### src/rtl/full_adder_unit.sv
// full_adder_unit
// Registered WIDTH-bit ripple-carry adder with a valid flag.
// The combinational datapath is a chain of 1-bit full-adder cells
// (c[0] = cin); the result is captured in one output register stage.
//
// Ports:
//   clk       : clock, all state updates on the rising edge
//   rst       : synchronous active-high reset, takes priority over in_valid
//   in_valid  : a, b and cin are valid this cycle
//   a, b      : WIDTH-bit unsigned operands
//   cin       : carry into bit 0
//   out_valid : sum/carry hold a new result (one-cycle pulse per input)
//   sum       : registered sum bits
//   carry     : registered carry-out from bit WIDTH-1
module full_adder_unit #(
  parameter int unsigned WIDTH = 1
) (
  input  logic             clk,
  input  logic             rst,
  input  logic             in_valid,
  input  logic [WIDTH-1:0] a,
  input  logic [WIDTH-1:0] b,
  input  logic             cin,
  output logic             out_valid,
  output logic [WIDTH-1:0] sum,
  output logic             carry
);

  logic [WIDTH-1:0] sum_next;
  logic             carry_next;

  // Ripple chain: carry_next carries c[i] into cell i and ends up as
  // c[WIDTH], the carry-out of the top cell.
  always_comb begin
    sum_next   = '0;
    carry_next = cin;
    for (int unsigned i = 0; i < WIDTH; i++) begin
      sum_next[i] = a[i] ^ b[i] ^ carry_next;
      carry_next  = (a[i] & b[i]) | (a[i] & carry_next) | (b[i] & carry_next);
    end
  end

  // Result registers load only on valid input and hold otherwise;
  // out_valid is a pure one-cycle-delayed copy of in_valid.
  always_ff @(posedge clk) begin
    if (rst) begin
      sum       <= '0;
      carry     <= 1'b0;
      out_valid <= 1'b0;
    end else begin
      out_valid <= in_valid;
      if (in_valid) begin
        sum   <= sum_next;
        carry <= carry_next;
      end
    end
  end

endmodule

### config.mk
export PLATFORM = sky130hd
export DESIGN_NAME = full_adder_unit
export DESIGN_NICKNAME = d
export VERILOG_FILES = /design/src/rtl/full_adder_unit.sv
export SDC_FILE = /design/constraint.sdc
export NUM_CORES = 1
export LEC_CHECK = 0
export CAP_MARGIN = 10
export CORE_AREA = 2 2 39 41
export DETAILED_ROUTE_END_ITERATION = 8
export DIE_AREA = 0 0 41 43
export PLACE_DENSITY_LB_ADDON = 0.3
export SETUP_SLACK_MARGIN = 0.5
export SYNTH_ARGS = -nofsm -noshare
export SYNTH_HDL_FRONTEND = slang
export SYNTH_SLANG_ARGS = --single-unit
### constraint.sdc
create_clock -name clk -period 1.1 [get_ports clk]
set_input_delay 0.22 -clock clk [delete_from_list [all_inputs] [get_ports clk]]
set_output_delay 0.22 -clock clk [all_outputs]
set_load 0.02 [all_outputs]
## Word level (Yosys, flattened, before mapping)

Index checks and enable logic that the tools add are counted.

- Register bits: 3
- Word-level logic and storage cells: 10
- Output and inout port bits: 3

- Bitwise gates (word level): 7

Operator list:

| operator | number |
|---|---|
| bitwise AND 1 bit | 3 |
| OR 1 bit | 2 |
| bitwise XOR 1 bit | 2 |

## Longest topological paths before layout

- Depth in word-level cells: 3
- Depth in mapped cells: 3

## Worst setup path before layout

Ideal clock, no wire load.

- Kind: input port to flip-flop
- Start: in a
- End: reg sum
- Arrival time: 0.841 ns
- Required time: 0.986 ns
- Path buffers: 0
- Setup time: 0.114 ns
- Setup slack: 0.145 ns
- Stages: 3
- Path through: fa_1 -> mux2i_1 -> nor2_1

- Word-level cells in the longest chain between the ends: 2

RTL lines:

| item | line | source |
|---|---|---|
| from (decl) | 21 | `input logic [WIDTH-1:0] a,` |
| bitwise XOR 1 bit (2 in a row) | 38 | `sum_next[i] = a[i] ^ b[i] ^ carry_next;` |
| to (signal assigned) | 53 | `sum <= sum_next;` |
| to (decl) | 25 | `output logic [WIDTH-1:0] sum,` |

No other way between the ends.
A chain may end at the register's enable or synchronous reset.

## Worst setup path in the final report

- Start: reg carry
- End: out carry

RTL lines:

| item | line | source |
|---|---|---|
| from (decl) | 26 | `output logic carry` |
| from (signal assigned) | 54 | `carry <= carry_next;` |

No word-level cell between the ends.

==> qor.json <==
{
  "outcome": "complete, no violations",
  "hold_depth": 2,
  "worst-path-max-fanout": 2,
  "hold_buffers": 0,
  "setup.worst_path.end_class": "output port",
  "clock-skew-final_ps": 0,
  "crit_chain": "buf_6",
  "n_antenna_cell": 0,
  "grt-busiest-layer": "met3",
  "post_synthesis_net_count": 16,
  "grt_antenna_before_repair": 0,
  "min_period_over_period_pct": 81.09,
  "worst_pin_slew_ps": 122.8,
  "route.vias.total": 108,
  "met2_track_utilization_from_global_routing_pct": 4.375,
  "globalRouteMet3Util_pct": 6.283,
  "ys.warnings.count": 0,
  "setup.worst_path.start_class": "flop",
  "global_route.usage.met1_pct": 4.516,
  "std_cell_rows": 14,
  "timing.max_slew.rel_slack_pct": 91.58,
  "antenna_violating_nets_remaining": 0,
  "ctsLongestPathBuffers": 2,
  "worstPathRequired_ps": 880,
  "hold_path_startpoint": "rst",
  "totalWireLength_um": 273,
  "post-route-min-period_ps": 892.0,
  "finalSetupViolCount": 0,
  "placed_cells_incl_taps": 33,
  "numCtsBuffers": 3,
  "drtPass1Iterations": 2,
  "worstReg2RegStart": "carry",
  "initialDrtViolationCount": 1,
  "crit_path_top_delay_cell": "dfxtp_2",
  "path_delay_family": "flip-flops",
  "htree_num_levels": 1,
  "timing.hold.ws_ps": 309.7,
  "post_synth_main_area_contributors": "dfxtp_1, fa_1, mux2i_1",
  "drv.max_cap_violation_count": 0,
  "cp.buffers_inverters": 1,
  "mostFrequentLayoutCells": "buf_6, dfxtp_2, clkbuf_4",
  "post-cts-setup-buffer-count": 0,
  "cp.arrival_ps": 670,
  "final_common_cell": "buf_6",
  "grt_pass1_vias": 119,
  "die_width_um": 41,
  "clk-insertion-delay-late_ps": 230,
  "synth.top_cell.area_share_pct": 52.75,
  "ioPinCount": 9,
  "via_cell_ratio": 2.919,
  "maxClockFrequency_mhz": 1121,
  "slew_violations": 0,
  "clock_sink_count": 3,
  "io_buffers": 8,
  "post_layout_nonfiller_instances": 37,
  "avgRoutedWirePerCell_um": 7.378,
  "cp_slowest_stage_delay_ps": 330,
  "synth.distinct_cells": 5,
  "timing.final.hold_violations": 0,
  "worstRegToRegCells": 2,
  "initial_utilization_pct": 8.228,
  "critical_path.reg2reg.endpoint": "carry",
  "largest_net_degree_at_the_start_of_global_routing": 4,
  "root_buffer": "clkbuf_4",
  "die_y_um": 43,
  "reg2reg_slack_ps": 500,
  "clock_slew_at_the_register_clock_pins_of_the_worst_setup_and_hold_paths_ps": 40,
  "grt_pass1_wl_um": 476,
  "cts_tree": "done",
  "synth-seq-area-share_pct": 52.75,
  "postSynthAreaPerCell_sq_um": 12.65,
  "global_route.usage.total_pct": 4.925,
  "drc_errors": 0,
  "rsz_0062_raised_after_global_routing": "true",
  "post_route_cells_drive_above_1_share_pct": 61.90,
  "synth.cell_area_sq_um": 113.9,
  "final_util_pct": 17.72,
  "synthesis.instances": 9,
  "worst_ir_drop_vdd_v": 0.0003022,
  "yosysTopAreaCell": "dfxtp_1",
  "min_to": "out_valid",
  "die_area_sq_mm": 0.001763,
  "num-nets-final": 29,
  "static-leakage-power_nw": 0.1098,
  "ys_seq_elements": 3,
  "gpl.final_weighted_congestion": 0.5919,
  "crit_path_category": "reg -> out",
  "powerDensity_mw_per_mm2": 1530,
  "placeableCoreArea_sq_mm": 0.001384,
  "worstHoldPathType": "in -> reg",
  "grt.overflow.total": 0,
  "syn2layout_area_growth_pct": 115.4
}
## routing by layer
layer  share of wire [%]  up-vias
met3                  14        0
met4                   0        0
li1                    -       53
met1                  53       46
met2                  33        9
met5                   0        -
## Yosys cell counts
library cell	instances
nor2_1	2
dfxtp_1	3
nor2b_1	1
fa_1	1
mux2i_1	2
## repair_timing
| item | CTS | global route |
|---|---|---|
| endpoints found under the setup margin | 6 | 5 |
| resized for setup | 33 | 1 |
| pin swaps | 3 | 2 |
## per-stage QoR
step	total power, mW	setup slack, ps	cell area, sq um	TNS, ps
global route	0.4085	174.7	245.2	0
global placement	0.1861	-334.0	220.2	-617.9
detailed placement	0.1886	-363.4	220.2	-681.5
CTS	0.3869	190.3	239.0	0
finish	0.3753	208.0	245.2	0
floorplan	0.1474	152.2	120.1	0
## registers in the layout, summed over array words and instances (netlist names)
register and count:
sum 1, out_valid 1, carry 1
## kinds of logic (layout without fill, tap and decap cells)
logic type	Yosys count	after routing	share of synthesized area [%]
buf+inv	0	12	0
flops	3	3	52.75
fa+ha+maj	1	1	17.58
mux	2	2	17.58
simple gates	3	3	12.09
## area by class of cell
class	count	area [sq um]
flip-flops and latches	3	63.81
fillers	149	1139
clock buffers	4	26.28
repair buffers	8	78.83
well taps	16	20.02
multi-input cells	6	56.30
## worst max-delay path by stage
stage                      from    end  slack (ps)  cells past startpoint
after floorplan               a    sum         150                      3
after detailed placement      b    sum        -360                      4
after global routing        sum    sum         170                      1
after global placement        b    sum        -330                      4
after CTS                   sum    sum         190                      1
final                     carry  carry         210                      1
## report_power, final
group | internal, mW | total (mW) | switching (mW)
sequential | 0.119 | 0.125 | 0.00541
clock | 0.136 | 0.190 | 0.0539
combinational | 0.0358 | 0.0611 | 0.0253
No activity file was read; power rests on OpenSTA's default activity.
